--- config.mk ---
export PLATFORM = sky130hd
export DESIGN_NAME = mem_access
export DESIGN_NICKNAME = d
export VERILOG_FILES = /design/src/rtl/mem_access.sv
export SDC_FILE = /design/constraint.sdc
export NUM_CORES = 1
export LEC_CHECK = 0
export CORE_MARGIN = 4
export CORE_UTILIZATION = 53
export DETAILED_ROUTE_END_ITERATION = 8
export GPL_TIMING_DRIVEN = 0
export PLACE_DENSITY = 0.85
export SYNTH_ARGS = -nofsm -noshare
export SYNTH_HDL_FRONTEND = slang
export SYNTH_SLANG_ARGS = --single-unit
--- constraint.sdc ---
create_clock -name clk -period 3.5 [get_ports clk]
set_input_delay 0.7 -clock clk [delete_from_list [all_inputs] [get_ports clk]]
set_output_delay 0.7 -clock clk [all_outputs]
set_load 0.05 [all_outputs]
--- src/rtl/mem_access.sv ---
// MEM stage: pass ops write back in one cycle; loads/stores are serialised onto a byte-wide port.
// Define MISALIGN_CHECK_EN to reject misaligned halfword/word accesses with a misalign_err pulse.
module mem_access (
  input  logic        clk,
  input  logic        rst,
  input  logic        in_valid,
  input  logic [3:0]  in_op,
  input  logic [31:0] in_addr,
  input  logic [31:0] in_data,
  input  logic [4:0]  in_rd,
  input  logic        in_rd_we,
  output logic        in_ready,
  output logic        mem_req,
  output logic        mem_we,
  output logic [31:0] mem_addr,
  output logic [7:0]  mem_wdata,
  input  logic        mem_ready,
  input  logic [7:0]  mem_rdata,
  output logic        wb_flag,
  output logic [4:0]  wb_address,
  output logic [31:0] wb_data
`ifdef MISALIGN_CHECK_EN
  ,
  output logic        misalign_err
`endif
);

  typedef enum logic [0:0] {IDLE = 1'b0, ACCESS = 1'b1} state_t;

  localparam logic [3:0] OP_LB  = 4'd1;
  localparam logic [3:0] OP_LH  = 4'd2;
  localparam logic [3:0] OP_LW  = 4'd3;
  localparam logic [3:0] OP_LBU = 4'd4;
  localparam logic [3:0] OP_LHU = 4'd5;
  localparam logic [3:0] OP_SB  = 4'd6;
  localparam logic [3:0] OP_SH  = 4'd7;
  localparam logic [3:0] OP_SW  = 4'd8;

  function automatic logic is_load(input logic [3:0] op);
    return (op >= OP_LB) && (op <= OP_LHU);
  endfunction

  function automatic logic is_store(input logic [3:0] op);
    return (op >= OP_SB) && (op <= OP_SW);
  endfunction

  function automatic logic [1:0] last_idx(input logic [3:0] op);
    case (op)
      OP_LH, OP_LHU, OP_SH: return 2'd1;
      OP_LW, OP_SW:         return 2'd3;
      default:              return 2'd0;
    endcase
  endfunction

  function automatic logic [7:0] byte_sel(input logic [31:0] w, input logic [1:0] i);
    case (i)
      2'd0:    return w[7:0];
      2'd1:    return w[15:8];
      2'd2:    return w[23:16];
      default: return w[31:24];
    endcase
  endfunction

  function automatic logic [31:0] load_ext(input logic [3:0] op, input logic [31:0] raw);
    case (op)
      OP_LB:   return {{24{raw[7]}}, raw[7:0]};
      OP_LH:   return {{16{raw[15]}}, raw[15:0]};
      OP_LBU:  return {24'd0, raw[7:0]};
      OP_LHU:  return {16'd0, raw[15:0]};
      default: return raw;
    endcase
  endfunction

`ifdef MISALIGN_CHECK_EN
  function automatic logic misaligned(input logic [3:0] op, input logic [1:0] a);
    case (op)
      OP_LH, OP_LHU, OP_SH: return a[0];
      OP_LW, OP_SW:         return a != 2'd0;
      default:              return 1'b0;
    endcase
  endfunction
`endif

  state_t      state_q;
  logic [3:0]  op_q;
  logic [31:0] addr_q;
  logic [31:0] data_q;
  logic [4:0]  rd_q;
  logic [1:0]  idx_q;
  logic [31:0] result_q;
  logic        mem_req_q;
  logic        mem_we_q;
  logic [31:0] mem_addr_q;
  logic [7:0]  mem_wdata_q;
  logic        wb_flag_q;
  logic [4:0]  wb_address_q;
  logic [31:0] wb_data_q;
`ifdef MISALIGN_CHECK_EN
  logic        misalign_q;
`endif

  logic [31:0] raw_d;
  logic [31:0] load_val_d;
  logic [1:0]  idx_d;
  logic        fault_d;

  // Merge the byte arriving this cycle into the partially assembled load word.
  always_comb begin
    raw_d = result_q;
    case (idx_q)
      2'd0:    raw_d[7:0]   = mem_rdata;
      2'd1:    raw_d[15:8]  = mem_rdata;
      2'd2:    raw_d[23:16] = mem_rdata;
      default: raw_d[31:24] = mem_rdata;
    endcase
  end

  assign idx_d      = idx_q + 2'd1;
  assign load_val_d = load_ext(op_q, raw_d);

`ifdef MISALIGN_CHECK_EN
  assign fault_d = misaligned(in_op, in_addr[1:0]);
`else
  assign fault_d = 1'b0;
`endif

  // Control FSM; every output is a register so reset clears them without delay.
  always_ff @(posedge clk or negedge rst) begin
    if (!rst) begin
      state_q      <= IDLE;
      op_q         <= 4'd0;
      addr_q       <= 32'd0;
      data_q       <= 32'd0;
      rd_q         <= 5'd0;
      idx_q        <= 2'd0;
      result_q     <= 32'd0;
      mem_req_q    <= 1'b0;
      mem_we_q     <= 1'b0;
      mem_addr_q   <= 32'd0;
      mem_wdata_q  <= 8'd0;
      wb_flag_q    <= 1'b0;
      wb_address_q <= 5'd0;
      wb_data_q    <= 32'd0;
`ifdef MISALIGN_CHECK_EN
      misalign_q   <= 1'b0;
`endif
    end else begin
      wb_flag_q    <= 1'b0;
      wb_address_q <= 5'd0;
      wb_data_q    <= 32'd0;
`ifdef MISALIGN_CHECK_EN
      misalign_q   <= 1'b0;
`endif
      case (state_q)
        IDLE: begin
          if (in_valid) begin
            if ((is_load(in_op) || is_store(in_op)) && !fault_d) begin
              state_q     <= ACCESS;
              op_q        <= in_op;
              addr_q      <= in_addr;
              data_q      <= in_data;
              rd_q        <= in_rd;
              idx_q       <= 2'd0;
              result_q    <= 32'd0;
              mem_req_q   <= 1'b1;
              mem_we_q    <= is_store(in_op);
              mem_addr_q  <= in_addr;
              mem_wdata_q <= in_data[7:0];
            end else if (is_load(in_op) || is_store(in_op)) begin
`ifdef MISALIGN_CHECK_EN
              misalign_q  <= 1'b1;
`endif
            end else if (in_rd_we && (in_rd != 5'd0)) begin
              wb_flag_q    <= 1'b1;
              wb_address_q <= in_rd;
              wb_data_q    <= in_data;
            end
          end
        end
        ACCESS: begin
          // mem_ready low simply holds every field, so waits are unbounded.
          if (mem_ready) begin
            if (is_load(op_q)) begin
              result_q <= raw_d;
            end
            if (idx_q == last_idx(op_q)) begin
              state_q     <= IDLE;
              idx_q       <= 2'd0;
              mem_req_q   <= 1'b0;
              mem_we_q    <= 1'b0;
              mem_addr_q  <= 32'd0;
              mem_wdata_q <= 8'd0;
              if (is_load(op_q) && (rd_q != 5'd0)) begin
                wb_flag_q    <= 1'b1;
                wb_address_q <= rd_q;
                wb_data_q    <= load_val_d;
              end
            end else begin
              idx_q       <= idx_d;
              mem_addr_q  <= addr_q + {30'd0, idx_d};
              mem_wdata_q <= byte_sel(data_q, idx_d);
            end
          end
        end
        default: begin
          state_q   <= IDLE;
          mem_req_q <= 1'b0;
          mem_we_q  <= 1'b0;
        end
      endcase
    end
  end

  assign in_ready   = (state_q == IDLE);
  assign mem_req    = mem_req_q;
  assign mem_we     = mem_we_q;
  assign mem_addr   = mem_addr_q;
  assign mem_wdata  = mem_wdata_q;
  assign wb_flag    = wb_flag_q;
  assign wb_address = wb_address_q;
  assign wb_data    = wb_data_q;
`ifdef MISALIGN_CHECK_EN
  assign misalign_err = misalign_q;
`endif

endmodule
=== Yosys cells after proc, flatten, opt, wreduce, memory -nomap -nowiden ===
Cells that the tools add are included.

* Register bits: 188
* Input bits: 86
* Output and inout port bits: 81
* Logic and storage cells: 120

* $add $sub $neg: 2
* $lt $le $gt $ge: 6
* Equality and inequality tests: 17
* Muxes and demuxes: 63
* Bitwise operators: 1
* Reduce and logical (&&, ||, !) cells: 17

{| class="wikitable"
|+ Operator list
! kind !! count
|-
| 32-bit two-way mux || 14
|-
| 32-bit case mux with 2 select lines || 3
|-
| 32-bit case mux with 4 select lines || 1
|-
| 8-bit two-way mux || 8
|-
| 32-bit by 2-bit adder with 32-bit output || 1
|-
| 5-bit two-way mux || 6
|-
| 8-bit case mux with 3 select lines || 1
|-
| 1-bit two-way mux || 16
|-
| 8-bit case mux with 2 select lines || 1
|-
| 4-bit by 3-bit equality test with 1-bit output (second input constant) || 3
|-
| 2-bit two-way mux || 6
|-
| 5-bit case mux with 2 select lines || 1
|-
| 5-bit nonzero test || 2
|-
| 4-bit by 2-bit equality test with 1-bit output (second input constant) || 2
|-
| 4-bit by 1-bit >= comparator with 1-bit output (second input constant) || 2
|-
| 4-bit by 3-bit less-or-equal comparator with 1-bit output (second input constant) || 2
|-
| 1-bit case mux with 2 select lines || 4
|-
| 2-bit case mux with 2 select lines || 2
|-
| 4-bit AND reduction || 2
|-
| 2-bit by 1-bit != test with 1-bit output (second input constant) || 3
|-
| 3-bit AND reduction || 2
|-
| 3-bit OR reduction || 2
|-
| 1-bit logical AND || 5
|-
| 2-bit by 1-bit equality test with 1-bit output (second input constant) || 2
|-
| other kinds (12) || 15
|}

=== Logic depth before layout (Yosys ltp) ===
* Depth after elaboration: 9
* Mapped depth: 10
* Depth with buffers taken out: 9

=== Worst setup path after synthesis ===
Ideal clock, no wire load.

* Kind: reg2reg
* From: register idx_q[0]
* To: register mem_addr_q[11], in the netlist mem_addr[11]
* Library setup time: 125 ps
* Data arrival time: 2402 ps
* Data required time: 3375 ps
* Slack: 974 ps
* Cell stages (with the launch flop): 9
* Path buffers: 0
* Clock period less this slack: 2526 ps
* Cells stage by stage: dfrtp_1 > inv_1 > ha_1 > ha_1 > a21oi_1 > or4b_4 > o21a_1 > o32ai_1 > nor2_1

* Longest elaborated chain between the ends: 5
* Elaborated cells between the ends (all ways): 6
* Those cells by class: add/sub: 2; eq/ne: 1; mux: 3

{| class="wikitable"
|+ Ends and longest elaborated chain
! what !! RTL line !! RTL
|-
| start: declaration || 89 || <nowiki>logic [1:0] idx_q;</nowiki>
|-
| start signal: assignment || 199 || <nowiki>idx_q <= idx_d;</nowiki>
|-
| 2-bit by 1-bit adder with 2-bit output || 118 || <nowiki>assign idx_d = idx_q + 2'd1;</nowiki>
|-
| 32-bit by 2-bit adder with 32-bit output || 200 || <nowiki>mem_addr_q <= addr_q + {30'd0, idx_d};</nowiki>
|-
| 32-bit two-way mux * || 186 || <nowiki>if (idx_q == last_idx(op_q)) begin</nowiki>
|-
| 32-bit two-way mux * || 182 || <nowiki>if (mem_ready) begin</nowiki>
|-
| 32-bit case mux with 2 select lines * || 154 || <nowiki>case (state_q)</nowiki>
|-
| end signal: assignment || 167 || <nowiki>mem_addr_q <= in_addr;</nowiki>
|-
| end signal: assignment || 200 ||
|-
| end: declaration || 93 || <nowiki>logic [31:0] mem_addr_q;</nowiki>
|}

Mark *: on every way between the ends. The rest lies on a longest branch, timed or not. The select of a mux whose other input is x is not followed.
A chain may end at the register's enable or synchronous reset.

=== Worst setup path after layout ===
* From: register idx_q[0]
* To: register mem_addr_q[24], in the netlist mem_addr[24]

Same word-level chain as after synthesis.

==> flow_summary.yaml <==
status:
  status: "finished clean"
worst_setup_path:
  path_class: "flip-flop to flip-flop"
  worstPathRequired_ns: 3.84
  crit_chain: "inv_1, ha_1, inv_1, fa_1, nand2b_1, nor3_1, buf_2, nand4_1, xor2_1, a211oi_1"
  slowest_stage: "dfrtp_1"
  critPathMaxStageDelay_ns: 0.60
  critPathTopFamily: "adder cells"
  worst-path-buf-inv: 3
  startpoint_type: "flip-flop"
  critPathMostFrequentCell: "inv_1"
  critPathCaptureType: "flip-flop"
  crit_arrival_ns: 3.50
  crit_fanout: 12
run:
  cap_violations: 0
floorplanning:
  fp.dieArea_mm2: 0.02017
  die_x_um: 142.0
  initial_core_util: 0.5447
  rows: 48
  die_h_um: 142.0
  coreArea_mm2: 0.01748
  io_pins: 167
sta:
  skew_ns: 0.008867
  slew_violations: 0
  setup_violations: 0
  fin_crit_sh: 0.9017
  finalSetupTns_ns: 0
  rsz0062_at_grt: "false"
  post-route-min-period_ns: 3.156
  fmax_mhz: 316.9
  final-hold-violation-count: 0
  worst_pin_slew_ns: 0.6724
  relSlewSlack: 0.5483
drt:
  wl_per_cell_um: 20.45
  route.detailed.drc: 0
  drtAntennaViolNets: 0
  totalWireLength_mm: 28.74
  num_vias: 8648
  drt_iter0_markers: 850
  dr.pass1.iters: 5
  avgViaCountPerCell: 6.155
yosys:
  syn_area_mm2: 0.009519
  postSynth.asyncResetShare: 1.000
  synth-seq-cells: 188
  synthCells: 982
  ys.flop_type: "dfrtp_1"
  synth_cell_type_count: 75
  yosysTopAreaCell: "dfrtp_1"
  synth_seq_area_share: 0.4942
  syn_nets: 1078
  synth-edff-count: 0
  synth.top_cell.area_share: 0.4942
  synth_area_leaders: "dfrtp_1, nand2_1, o31ai_1, xor2_1, o21ai_0"
  yosysWarnings: 0
  syn_area_per_cell_um2: 9.694
grt:
  grt_pass1_wl_mm: 45.55
  grt-ovfl-total: 0
  antenna_found_initial: 1
  grt_max_degree: 106
  grt_pass1_vias: 8638
  grt_use_total: 0.2848
cells_and_area:
  fillers: 1279
  area_delta_synth_final_pct: 26.83
  final_util: 0.6908
  nets: 1263
  instances_no_fill: 1405
  drive_gt1_frac: 0.1034
  final_common_cell: "nand2_1"
  insertedDiodeCount: 0
  final_area_mm2: 0.01207
  mostFrequentLayoutCells: "nand2_1, dfrtp_1, clkdlybuf4s50_1, o21ai_0, buf_2"
clock_network:
  clkLatencyLatePin_ns: 0.44
  clk_path_buf_depth: 2
  cts_hold_buf: 0
  clk_pin_slew_ns: 0.07
  htree_levels: 4
  root_buffer: "clkbuf_16"
  cts_resized: 0
  cts_buffers: 17
  cts_tree: "done"
  cts_sinks: 188
  cts_setup_buffers: 0
place:
  placed_area_mm2: 0.01148
  io_buffer_count: 165
  hpwl_mm: 20.80
  gp_congestion: 0.9284
  dp_cells: 1373
power_and_ir_drop:
  total_power_w: 0.01161
  p_leak_nw: 5.325
  power_density_mw_per_mm2: 961.6
  peakVddDrop_mv: 0.5517
hold_path:
  worstHoldPathType: "primary input to asynchronous set/reset pin"
cell usage after synthesis, types with 3 or more instances:
cell      count
nand2_1     306
dfrtp_1     188
o21ai_0      32
buf_2        30
o31ai_1      27
clkbuf_1     25
nor2_1       23
xor2_1       21
a21oi_1      18
nor2b_1      18
a22oi_1      17
nor3b_1      17
a22o_1       16
o21bai_1     16
a32o_1       13
mux2i_1      13
mux2_2       12
nand4_1      12
nand3_1      10
ha_1          9
inv_1         9
o211ai_2      9
o41ai_2       9
a222oi_1      8
o21ai_1       8
xnor2_1       8
nor3_1        7
o41ai_1       7
and3_1        6
buf_1         6
buf_4         6
a21o_1        5
o32ai_1       5
a21boi_0      4
o211ai_1      4
a211oi_1      3
buf_6         3
nand2b_1      3
o21a_1        3
registers in the layout (all words and copies together), names as in the netlist:
register / cells
state_q: 1
mem_req: 1
wb_address: 5
result_q: 32
rd_q: 5
mem_wdata: 8
wb_data: 32
wb_flag: 1
mem_we: 1
mem_addr: 32
idx_q: 2
addr_q: 32
op_q: 4
data_q: 32
per-stage QoR:
step	setup WS, ns	hold WS, ns
after floorplan	0.9735	0.4044
after global placement	-5.967	0.4574
after detailed placement	0.3506	0.4620
after CTS	0.3826	0.2806
after global routing	0.1747	0.3067
final	0.3442	0.2382
cell type report:
class	count	area (um2)	share of cell area
sequential	188	4705	0.3897
multi-input combinational	714	4432	0.3671
timing repair buffer	166	1684	0.1395
clock buffer	19	442.9	0.03669
buffer	70	345.3	0.02860
tap	225	281.5	0.02332
clock inverter	13	145.1	0.01202
inverter	10	37.54	0.003109
metal layers:
layer	up-vias	wire, um	global-route usage
met2	500	13440	0.4547
met4	2	1055	0.1121
met5	-	13	0
met1	4219	11270	0.3788
met3	100	2961	0.06720
li1	3827	-	-
where the power goes:
part           internal (W)  switching [W]
sequential          0.00307       0.000741
combinational       0.00209        0.00376
clock               0.00107       0.000878
total               0.00624        0.00537
kinds of logic after synthesis:
kind of cell,synth area share
buffers and inverters,0.04022
AOI/OAI and AO/OA,0.1874
xor gates and xnor gates,0.02668
and+or+nand+nor,0.2096
adders and majority gates,0.01393
muxes,0.02786
DFF,0.4942
worst paths after layout:
kind	from	end	slack [ns]	cells past startpoint
setup / recovery	idx_q[0]	mem_addr[24]	0.34	10
hold / removal	rst	result_q[11]	0.24	1
setup reg to reg	idx_q[0]	mem_addr[24]	0.34	10
hold reg to reg	data_q[5]	data_q[5]	0.48	2
max in group asynchronous	rst	mem_addr[1]	2.27	2
min in group clk	data_q[5]	data_q[5]	0.48	2
No activity file was read; power rests on OpenSTA's default activity.
